$ cat config.mk
export PLATFORM = sky130hd
export DESIGN_NAME = serial_twos_comp_ctrl
export DESIGN_NICKNAME = d
export VERILOG_FILES = /design/src/rtl/serial_twos_comp_ctrl.sv
export SDC_FILE = /design/constraint.sdc
export NUM_CORES = 1
export LEC_CHECK = 0
export ABC_AREA = 1
export CAP_MARGIN = 30
export CORE_MARGIN = 3
export CORE_UTILIZATION = 50
export CTS_CLUSTER_SIZE = 16
export DETAILED_ROUTE_END_ITERATION = 6
export GPL_TIMING_DRIVEN = 0
export PLACE_DENSITY = 0.74
export SLEW_MARGIN = 20
export SYNTH_ARGS = -nofsm -noshare
export SYNTH_HDL_FRONTEND = slang
export SYNTH_SLANG_ARGS = --single-unit
$ cat constraint.sdc
create_clock -name t_clock -period 1.85 [get_ports t_clock]
set_input_delay 0.37 -clock t_clock [delete_from_list [all_inputs] [get_ports t_clock]]
set_output_delay 0.37 -clock t_clock [all_outputs]
set_load 0.03 [all_outputs]
$ cat src/rtl/serial_twos_comp_ctrl.sv
// Word-level sequencer for the bit-serial two's complementer: it takes a parallel word,
// streams it LSB-first through the serial unit and returns the reassembled result.
module serial_twos_comp_ctrl #(
    parameter int W  = 8,
    parameter int CW = 4
) (
    input  logic         t_clock,
    input  logic         r,
    // Both ports use the same handshake rule: a transfer happens at a rising edge
    // where valid && ready are both high. Valid never depends combinationally on ready.
    input  logic         in_valid,
    output logic         in_ready,
    input  logic [W-1:0] in_data,
    output logic         out_valid,
    input  logic         out_ready,
    output logic [W-1:0] out_data,
    output logic         out_ovf,
    output logic         ser_clr,
    output logic         ser_x,
    input  logic         ser_y,
    output logic         busy,
    output logic [1:0]   dbg_state_o
);

    typedef enum logic [1:0] {
        IDLE  = 2'd0,
        CLR   = 2'd1,
        SHIFT = 2'd2,
        DONE  = 2'd3
    } state_t;

    state_t         state_q;
    logic [W-1:0]   shift_q;
    logic [W-1:0]   hold_q;
    logic [W-1:0]   result_q;
    logic [W-1:0]   result_d;
    logic [W-1:0]   out_data_q;
    logic [CW-1:0]  bitcnt_q;
    logic           in_ready_q;
    logic           out_valid_q;
    logic           out_ovf_q;
    logic           ser_clr_q;
    logic           ser_x_q;
    logic           busy_q;
    logic           last_bit;

    // ser_y is combinational on ser_x, so the bit returned this cycle enters at the MSB.
    assign result_d = {ser_y, result_q[W-1:1]};
    assign last_bit = (bitcnt_q == CW'(W - 1));

    always_ff @(posedge t_clock or negedge r) begin
        if (!r) begin
            state_q     <= IDLE;
            shift_q     <= '0;
            hold_q      <= '0;
            result_q    <= '0;
            out_data_q  <= '0;
            bitcnt_q    <= '0;
            in_ready_q  <= 1'b1;
            out_valid_q <= 1'b0;
            out_ovf_q   <= 1'b0;
            ser_clr_q   <= 1'b0;
            ser_x_q     <= 1'b0;
            busy_q      <= 1'b0;
        end else begin
            case (state_q)
                IDLE: begin
                    if (in_valid && in_ready_q) begin
                        shift_q    <= in_data;
                        hold_q     <= in_data;
                        in_ready_q <= 1'b0;
                        ser_clr_q  <= 1'b1;
                        busy_q     <= 1'b1;
                        state_q    <= CLR;
                    end
                end
                CLR: begin
                    ser_clr_q <= 1'b0;
                    ser_x_q   <= shift_q[0];
                    bitcnt_q  <= '0;
                    state_q   <= SHIFT;
                end
                SHIFT: begin
                    result_q <= result_d;
                    shift_q  <= shift_q >> 1;
                    bitcnt_q <= bitcnt_q + CW'(1);
                    if (last_bit) begin
                        ser_x_q     <= 1'b0;
                        out_data_q  <= result_d;
                        // Only the most negative value maps onto itself with a non-zero input.
                        out_ovf_q   <= (ser_y == hold_q[W-1]) && (hold_q != '0);
                        out_valid_q <= 1'b1;
                        state_q     <= DONE;
                    end else begin
                        ser_x_q <= shift_q[1];
                    end
                end
                DONE: begin
                    if (out_ready) begin
                        out_valid_q <= 1'b0;
                        in_ready_q  <= 1'b1;
                        busy_q      <= 1'b0;
                        state_q     <= IDLE;
                    end
                end
                default: state_q <= IDLE;
            endcase
        end
    end

    assign in_ready    = in_ready_q;
    assign out_valid   = out_valid_q;
    assign out_data    = out_data_q;
    assign out_ovf     = out_ovf_q;
    assign ser_clr     = ser_clr_q;
    assign ser_x       = ser_x_q;
    assign busy        = busy_q;
    assign dbg_state_o = state_q;

endmodule

* Word-level counts from Yosys, hierarchy flattened
Cells that the tools add are included.
** Operators by class
- Eq/ne operators :: 8
- Reduce and logical (&&, ||, !) cells :: 16
- Multiplexer cells :: 18
- Add/subtract/negate cells :: 1
** Operators by type and width (count)
- case mux 8 bit (2 select lines) :: 1
- case mux 1 bit (2 select lines) :: 5
- nonzero test 2 bit :: 5
- AND reduction 3 bit :: 3
- 2-to-1 mux 8 bit :: 1
- case mux 2 bit (4 select lines) :: 1
- case mux 4 bit (2 select lines) :: 1
- AND reduction 2 bit :: 4
- nonzero test 8 bit :: 1
- 2-to-1 mux 1 bit :: 6
- 2-to-1 mux 2 bit :: 3
- != test 2 bit, second input constant :: 3
- adder 4 x 1 -> 4 bit, second input constant :: 1
- == test 2 bit, second input constant :: 2
- == test 4 x 3 -> 1 bit, second input constant :: 1
- == test 2 x 1 -> 1 bit, second input constant :: 1
- logical AND 1 bit :: 2
- logical NOT 2 bit :: 1
- == test 1 bit :: 1
** Word-level totals
- Input bits :: 13
- Bits in registers :: 44

* Longest topological paths before layout
Gate-level depths: netlist (run 1).
- Depth in word-level cells :: 3
- Depth in mapped cells :: 9

* Worst setup path after synthesis (run 1)
Ideal clock, no wire load.
- Path kind :: flip-flop to flip-flop
- Start :: reg state_q[0], in the netlist dbg_state_o[0]
- End :: reg shift_q[2]
- Buffers on the path :: 2
- Library setup time :: 0.123 ns
- Data required time :: 1.727 ns
- Stages on the path, launching flop included :: 9
- Slack :: 0.277 ns
- Arrival :: 1.449 ns
- Clock period less this slack :: 1.573 ns
- Path through :: dfrtp_1 inv_1 ha_1 buf_4 inv_2 buf_2 nand2_1 o21ai_0 o21ai_2
** Between the ends
- Cells in the longest elaborated chain, start to end :: 3
- Elaborated cells between the ends (all ways) :: 6
- Classes of those cells :: eq/ne: 2; mux: 1; reduce/logical: 3
** Ends and longest elaborated chain
- from (decl) :: RTL line 32 : state_t state_q;
- from (signal assigned) :: RTL line 53 : state_q <= IDLE;
- from (signal assigned) :: RTL line 74 : state_q <= CLR;
- from (signal assigned) :: RTL line 81 : state_q <= SHIFT;
- == test 2 bit or logical NOT 2 bit (tied branches) :: RTL line 66 : case (state_q)
- nonzero test 2 bit (no line) or != test 2 bit (tied branches)
- AND reduction 2 bit (no line)
- to (signal assigned) :: RTL line 69 : shift_q <= in_data;
- to (signal assigned) :: RTL line 85 : shift_q <= shift_q >> 1;
- to (decl) :: RTL line 33 : logic [W-1:0] shift_q;
Several ways; a longest one is shown, not always the timed one.
A chain may end at the register's enable or synchronous reset.

* Worst setup path in the final report (run 1)
- Start :: reg state_q[1], in the netlist dbg_state_o[1]
- End :: out dbg_state_o[1]
** RTL lines
- to (decl) :: RTL line 22 : output logic [1:0] dbg_state_o
No word-level cell between the ends.

==> results.txt, run 1 <==
syn nets = 248
most common cell in the netlist = nand2_1
post-DP HPWL = 2760 µm
Initial Utilization = 52.9%
layout cells sized above 1 = 13.1%
Wirelength per Cell = 11.5 µm
Internal = 1510 µW
htree depth = 2
Seq pwr share = 50.9%
routed wire length = 3650 µm
worst path cell trace = clkdlybuf4s50_1
antenna violations before repair = 0
Startpoint Class = flop
reg2reg setup slack = 0.26 ns
Worst setup endpoint = dbg_state_o[1]
CP Class = flop to primary output
cell family with most CP delay = buffers and inverters
P_leak = 0.00120 µW
Via Count = 1520
drt first pass iters = 4
Setup violations, final = 0
status = finished clean
Psw = 334 µW
n_diodes = 0
async set-reset flop share out of synthesis = 100%
Power Density = 744 mW/mm²
r2r startpoint = dbg_state_o[0]
CTS tree = built
Slew headroom = 72.1%
via/cell ratio = 4.81
Root Driver = clkbuf_8
post-synth top area share = 53.0%
final worst path period share = 96.5%
highest clock rate = 0.560 GHz
yosys warns = 0
Mapped Cells = 230
vias in the first global route = 1406
Iter 0 DRT Violations = 45
Crit Path Max Fanout = 5
mapped cell area = 0.00198 mm²
setup bufs post-CTS = 0
Yosys reg bits = 43
# clock sinks = 43
maximum vdd ir drop = 0.509 mV
Worst Hold Class = flop to flop
number of synthesized flops with an enable pin = 0
first-pass GRT wire length = 6170 µm
delay of the slowest cell on the worst path = 0.70 ns
total gr overflow = 0
I/O Pins = 29
power share of the clock group = 45.6%
Die Ht = 69.0 µm
CP endpoint kind = primary output
CP Buf/Inv Count = 1
sw frac = 18.1%
worst path required time = 1.48 ns
GPL Wtd Cong = 0.802
top cells by area, synth = dfrtp_1 (53%), nand2_1 (15%), inv_1 (5.9%), o21ai_0 (5.8%), o21ai_2 (5.7%)
unrepaired setup endpoints after global routing = false
die area = 0.00476 mm²
Port Buffers = 28
share of total power in combinational logic = 3.4%
CP max stage cell = clkdlybuf4s50_1
reg2reg end = shift_q[4]
syn_area_per_cell = 8.62 µm²
Synth area leader = dfrtp_1
drc violations = 0
Site Rows = 22
Setup Skew = 0.00823 ns
CTS buffer count = 5
Clock transition at path regs = 0.07 ns
overall routing resource usage = 17.9%
WHS = 0.478 ns
worst skew pair latency = 0.29 ns
crit path DAT = 1.41 ns
Period minus WS final = 1.78 ns
Util after Layout = 66.2%
crit path launch = dbg_state_o[1]
Slew Viols, Final = 0
Final #Nets = 285
Max Cap Viol = 0
largest net degree at the start of global routing = 28
ys flop type = dfrtp_1
critical path depth = 1
core area = 0.00374 mm²
Area Growth Syn to Fin = 25.1%
worst r2r path cells = 8
Netlist cell types = 22
Seq/Total Area, Yosys = 54.4%
Post-synth top cells = nand2_1 (79), dfrtp_1 (42), inv_1 (31), o21ai_0 (23), o21ai_2 (13)
worst slew pin tran = 0.418 ns
Final Hold Fails = 0
clock tree buffer depth = 2
Final ANT Viol Nets = 0
Die X = 69.0 µm
-- cells by family after synthesis --
kind of cell | after synthesis | share of synthesized area [%]
adders and majority gates | 5 | 3.16
AOI/OAI and AO/OA | 42 | 13.4
xor gates and xnor gates | 1 | 0.442
buffers and inverters | 42 | 9.15
and+or+nand+nor | 97 | 19.5
DFF | 43 | 54.4
-- final cells by class --
cell class	count	area, µm²
timing repair buffer	30	304
tap	48	60.1
inverter	34	128
clock buffer	6	72.6
clock inverter	2	60.1
multi-input combinational	145	723
sequential	43	1080
fill	337	1260
buffer	8	53.8
-- metrics by stage --
step           instances  TNS (ns)  total power [µW]  setup WS [ns]  instance area, µm²
6_report             316         0              1840         0.0656                2480
5_1_grt              316         0              1920        0.00310                2480
4_1_cts              316         0              1880         0.0434                2480
3_5_place_dp         307         0              1020          0.179                2340
3_3_place_gp         306    -29.49              1020         -0.698                2320
2_1_floorplan        230         0               969          0.277                1980
-- power groups by stage --
stage                     combinational, µW  sequential (µW)  clock, µW
final                                  63.5              939        841
after global routing                   72.5              939        911
after CTS                              65.1              939        872
after detailed placement               63.4              958          0
after global placement                 58.7              958          0
after floorplan                        11.1              958          0
-- layout by cell type, fill, tap and decap left out, types with 2 or more instances in the layout --
cell	instances
nand2_1	79
dfrtp_1	42
inv_1	31
clkdlybuf4s50_1	26
o21ai_0	23
o21ai_2	13
nand3_1	7
nor2_1	6
buf_2	5
ha_1	5
clkbuf_8	5
a21oi_1	4
inv_2	3
buf_6	2
clkbuf_1	2
nor3_1	2
bufinv_16	2
-- how the worst min path moves through the flow --
stage             endpoint  slack, ns   startpoint  cells after the start
2_1_floorplan  bitcnt_q[0]       0.07            r                      0
3_3_place_gp   out_data[7]       0.45  out_data[7]                      2
3_5_place_dp       out_ovf       0.32            r                      1
4_1_cts               busy       0.48         busy                      2
5_1_grt               busy       0.50         busy                      2
6_report              busy       0.48         busy                      2
-- per-layer routing --
metal  track usage [%]  routed length [µm]  share of wire, %  vias up
li1                  -                   -                 -      790
met2              28.1                1730                48       32
met4              5.11                   6              0.16        0
met3              5.83                 151               4.1        2
met5                 0                   0                 0        -
met1              23.6                1760                48      696
-- sequential cells by signal, indices dropped and copies added, names as in the netlist --
| signal | count |
|---|---|
| in_ready | 1 |
| ser_clr | 1 |
| out_data | 8 |
| dbg_state_o | 2 |
| busy | 1 |
| bitcnt_q | 4 |
| hold_q | 8 |
| out_ovf | 1 |
| ser_x | 1 |
| result_q | 7 |
| shift_q | 8 |
| out_valid | 1 |
-- worst min-delay path: cells and delay by family (launching register included) --
family	cells	cell delay, ns
and+or+nand+nor	2	0.10
DFF	1	0.35
-- what timing repair did --
| action | 4_1_cts | 5_1_grt |
|---|---|---|
| hold buffers | 1 | 0 |
| resized for setup | 1 | 0 |
| setup endpoints to repair | 1 | 0 |
| endpoints found under the hold margin | 7 | 0 |
No activity file was read; power rests on OpenSTA's default activity.
==> run 2, diff against run 1 <==
--- a/config.mk
+++ b/config.mk
@@ -8,11 +8,12 @@
 export ABC_AREA = 1
 export CAP_MARGIN = 30
 export CORE_MARGIN = 3
-export CORE_UTILIZATION = 50
+export CORE_UTILIZATION = 30
+export CTS_BUF_LIST = sky130_fd_sc_hd__clkbuf_4
 export CTS_CLUSTER_SIZE = 16
 export DETAILED_ROUTE_END_ITERATION = 6
 export GPL_TIMING_DRIVEN = 0
-export PLACE_DENSITY = 0.74
+export PLACE_DENSITY = 0.53
 export SLEW_MARGIN = 20
 export SYNTH_ARGS = -nofsm -noshare
 export SYNTH_HDL_FRONTEND = slang
==> results.txt, run 2 (synthesis gave the netlist of run 1 again) <==
Clock transition at path regs = 0.13 ns
Slew Viols, Final = 0
worst path cell trace = clkdlybuf4s50_1
setup bufs post-CTS = 0
CP Buf/Inv Count = 1
htree depth = 2
worst slew pin tran = 0.448 ns
highest clock rate = 0.556 GHz
GR Layer Usage met2 = 16.8%
drc violations = 0
Iter 0 DRT Violations = 102
overall routing resource usage = 11.4%
Area Growth Syn to Fin = 24.1%
P_leak = 0.00120 µW
Die X = 87.3 µm
met3 usage = 2.84%
commonest non-fill, non-tap cell in the layout = nand2_1
Power Density = 655 mW/mm²
CP Class = flop to primary output
worst skew pair latency = 0.36 ns
clock tree buffer depth = 2
Initial Utilization = 32.1%
Final ANT Viol Nets = 0
Util after Layout = 39.9%
vias in the first global route = 1445
Startpoint Class = flop
Period minus WS final = 1.80 ns
Sequential Area = 0.00108 mm²
layout cells sized above 1 = 13.1%
core area = 0.00617 mm²
power share of the clock group = 37.7%
Max Cap Viol = 0
routed wire length = 3890 µm
Final Hold Fails = 0
TNS Setup = 0 ns
GPL Wtd Cong = 0.776
Setup Skew = 0.0115 ns
delay of the slowest cell on the worst path = 0.69 ns
status = finished clean
CP endpoint kind = primary output
drt first pass iters = 4
Slew headroom = 70.1%
first-pass GRT wire length = 6820 µm
Final #Nets = 285
total gr overflow = 0
CTS buffer count = 5
antenna violations before repair = 0
Psw = 356 µW
crit path DAT = 1.43 ns
Site Rows = 28
Internal = 1260 µW
Multi-input gate area = 723 µm²
GR peak layer = met2
Setup violations, final = 0
Wirelength per Cell = 11.3 µm
final worst path period share = 97.2%
via/cell ratio = 4.44
# clock sinks = 43
CTS tree = built
share of total power in combinational logic = 4.0%
largest net degree at the start of global routing = 26
die area = 0.00762 mm²
cell family with most CP delay = buffers and inverters
worst path required time = 1.48 ns
post-DP HPWL = 2820 µm
GR met1 Demand/Resource = 16.5%
Worst Hold Class = primary input to asynchronous set/reset pin
maximum vdd ir drop = 0.323 mV
Root Driver = clkbuf_4
I/O Pins = 29
sw frac = 22.1%
n_diodes = 0
Seq pwr share = 58.3%
CP max stage cell = clkdlybuf4s50_1
commonest non-fill, non-tap cells in the layout = nand2_1 (79), dfrtp_1 (42), inv_1 (31)
Crit Path Max Fanout = 3
Die Ht = 87.3 µm
Port Buffers = 28
Via Count = 1523
Fill cells = 623
==> run 2: per-layer routing <==
layer	up-vias	wire (µm)
li1	790	-
met1	697	2050
met2	33	1670
met3	3	152
met4	0	21
met5	-	0
==> run 2: area by class of cell <==
class	instances	share of cell area, %
multi-input combinational	145	29.4
timing repair buffer	30	12.4
sequential	43	43.8
tap	75	3.81
inverter	34	5.19
buffer	8	2.19
clock buffer	5	1.53
clock inverter	3	1.73
==> run 2: final timing paths <==
| check | start | cells after the start | slack [ns] | end |
|---|---|---|---|---|
| worst min-delay path | r | 2 | 0.47 | out_data[7] |
| min in group t_clock | shift_q[0] | 2 | 0.49 | shift_q[0] |
| worst min register to register | shift_q[0] | 2 | 0.49 | shift_q[0] |
| worst max-delay path | out_valid | 1 | 0.05 | out_valid |
| worst max register to register | dbg_state_o[0] | 9 | 0.25 | out_data[6] |
| max in group asynchronous | r | 3 | 0.89 | bitcnt_q[1] |
==> run 2: metrics by stage <==
stage | std cells | area [µm²] | setup slack [ns] | total power (µW) | hold slack [ns]
5_1_grt | 343 | 2460 | -0.00236 | 1680 | 0.495
3_3_place_gp | 333 | 2360 | -0.825 | 1020 | 0.458
3_5_place_dp | 334 | 2370 | 0.172 | 1020 | 0.348
6_report | 343 | 2460 | 0.0515 | 1610 | 0.472
4_1_cts | 343 | 2460 | 0.0226 | 1640 | 0.487
2_1_floorplan | 230 | 1980 | 0.277 | 969 | 0.0744
==> run 2: repair_timing <==
item | CTS | global route
hold endpoints to repair | 17 | 0
resized for setup | 3 | 1
setup endpoints to repair | 3 | 1
hold buffers | 1 | 0
==> run 2: power groups by stage <==
stage | logic, µW | registers, µW | clock network [µW]
2_1_floorplan | 11.1 | 958 | 0
3_3_place_gp | 61.3 | 958 | 0
3_5_place_dp | 64.8 | 958 | 0
4_1_cts | 66.8 | 940 | 633
5_1_grt | 72.3 | 940 | 668
6_report | 63.8 | 940 | 608
==> run 3, diff against run 2 <==
--- a/config.mk
+++ b/config.mk
@@ -13,7 +13,7 @@
 export CTS_CLUSTER_SIZE = 16
 export DETAILED_ROUTE_END_ITERATION = 6
 export GPL_TIMING_DRIVEN = 0
-export PLACE_DENSITY = 0.53
+export PLACE_DENSITY = 0.49
 export SLEW_MARGIN = 20
 export SYNTH_ARGS = -nofsm -noshare
 export SYNTH_HDL_FRONTEND = slang
==> results.txt, run 3 (synthesis gave the netlist of run 1 again) <==
status = finished clean
largest net degree at the start of global routing = 27
first-pass GRT wire length = 7010 µm
Period minus WS final = 1.77 ns
hold wc startpoint = shift_q[5]
layout cells sized above 1 = 12.7%
r2r startpoint = dbg_state_o[0]
Root Driver = clkbuf_4
Final Hold Fails = 0
post-DP HPWL = 2920 µm
Psw = 331 µW
Startpoint Class = flop
Initial Utilization = 32.1%
final worst path period share = 95.5%
Die Ht = 87.3 µm
Power Density = 592 mW/mm²
htree depth = 2
Max Cap Viol = 0
Die X = 87.3 µm
Setup violations, final = 0
routed wire length = 3990 µm
Internal = 1110 µW
total gr overflow = 0
# clock sinks = 43
hold path depth = 2
Final #Nets = 285
P_leak = 0.00119 µW
Crit Path Max Fanout = 2
Setup Skew = 0.00742 ns
Via Count = 1503
Iter 0 DRT Violations = 67
CP Buf/Inv Count = 1
power share of the clock group = 30.1%
worst skew pair latency = 0.35 ns
die area = 0.00762 mm²
Site Rows = 28
Area Growth Syn to Fin = 22.5%
Port Buffers = 28
highest clock rate = 0.566 GHz
setup bufs post-CTS = 0
Final ANT Viol Nets = 0
worst path required time = 1.48 ns
core area = 0.00617 mm²
unrepaired setup endpoints after global routing = false
CP Class = flop to primary output
vias in the first global route = 1504
antenna violations before repair = 0
GPL Wtd Cong = 0.769
commonest non-fill, non-tap cell in the layout = nand2_1
reg2reg end = out_data[6]
Wirelength per Cell = 11.7 µm
I/O Pins = 29
worst slew pin tran = 0.462 ns
CP max stage cell = clkdlybuf4s50_1
CP endpoint kind = primary output
cell family with most CP delay = buffers and inverters
reg2reg setup slack = 0.21 ns
delay of the slowest cell on the worst path = 0.67 ns
sw frac = 23.1%
maximum vdd ir drop = 0.336 mV
dpl cells = 334
clock tree buffer depth = 2
Non-Filler Instances = 342
met3 usage = 3.31%
CTS buffer count = 5
worst path cell trace = clkdlybuf4s50_1
Hold Path End = shift_q[5]
Slew Viols, Final = 0
Clock transition at path regs = 0.13 ns
crit path DAT = 1.40 ns
worst r2r path cells = 9
via/cell ratio = 4.39
n_diodes = 0
Seq pwr share = 65.4%
GR peak layer = met2
overall routing resource usage = 11.8%
Worst Hold Class = flop to flop
WHS = 0.489 ns
Slew headroom = 69.2%
drt first pass iters = 6
CTS tree = built
commonest non-fill, non-tap cells in the layout = nand2_1 (79), dfrtp_1 (42), inv_1 (31)
drc violations = 0
GR Layer Usage met2 = 18.6%
GR met1 Demand/Resource = 15.4%
share of total power in combinational logic = 4.5%
-- run 3: changes by cell type in the layout (fill, tap and decap cells not counted), sizes merged --
cell / change
bufinv: -1
clkdlybuf4s50: -1
clkinv: +1
dlymetal6s2s: +1
inv: -1
-- run 3: stage by stage --
| step | total power (µW) | setup slack (ns) | area, µm² | TNS (ns) | util, % |
|---|---|---|---|---|---|
| 6_report | 1440 | 0.0834 | 2430 | 0 | 39.4 |
| 3_3_place_gp | 1020 | -0.829 | 2360 | -35.10 | 38.2 |
| 4_1_cts | 1460 | 0.0163 | 2420 | 0 | 39.3 |
| 3_5_place_dp | 1020 | 0.163 | 2370 | 0 | 38.5 |
| 5_1_grt | 1510 | 0.0220 | 2430 | 0 | 39.4 |
| 2_1_floorplan | 969 | 0.277 | 1980 | 0 | - |
-- run 3: worst max path at each step --
stage                         from              to  slack (ns)  cells after the start
finish                     ser_clr         ser_clr        0.08                      1
global route                  busy            busy        0.02                      1
CTS                      out_valid       out_valid        0.02                      1
detailed placement        in_valid      shift_q[5]        0.16                      7
global placement                 r  dbg_state_o[0]       -0.83                      1
floorplan           dbg_state_o[0]      shift_q[2]        0.28                      8
-- run 3: per-layer routing --
layer	routed length (µm)	share of wire, %	vias up
met4	44	1.1	0
met1	1980	50	678
li1	-	-	786
met5	0	0	-
met3	215	5.4	5
met2	1750	44	34
-- run 3: power by group through the flow --
stage,clock (µW),combinational [µW],sequential (µW)
2_1_floorplan,0,11.1,958
3_3_place_gp,0,61.3,958
3_5_place_dp,0,65.0,958
4_1_cts,457,67.0,940
5_1_grt,494,74.5,940
6_report,433,64.7,940
-- run 3: layout make-up --
cell class,count,area (µm²)
Clock buffer,5,37.5
Multi-Input combinational cell,145,723
Timing Repair Buffer,30,307
Inverter,34,128
Sequential cell,43,1080
Clock inverter,2,8.76
Fill cell,629,3740
Buffer,8,53.8
Tap cell,75,93.8
-- run 3: timing repair --
action,in CTS,in global routing
resized for setup,3,2
hold endpoints to repair,16,0
endpoints found under the setup margin,3,2
hold buffers,1,0
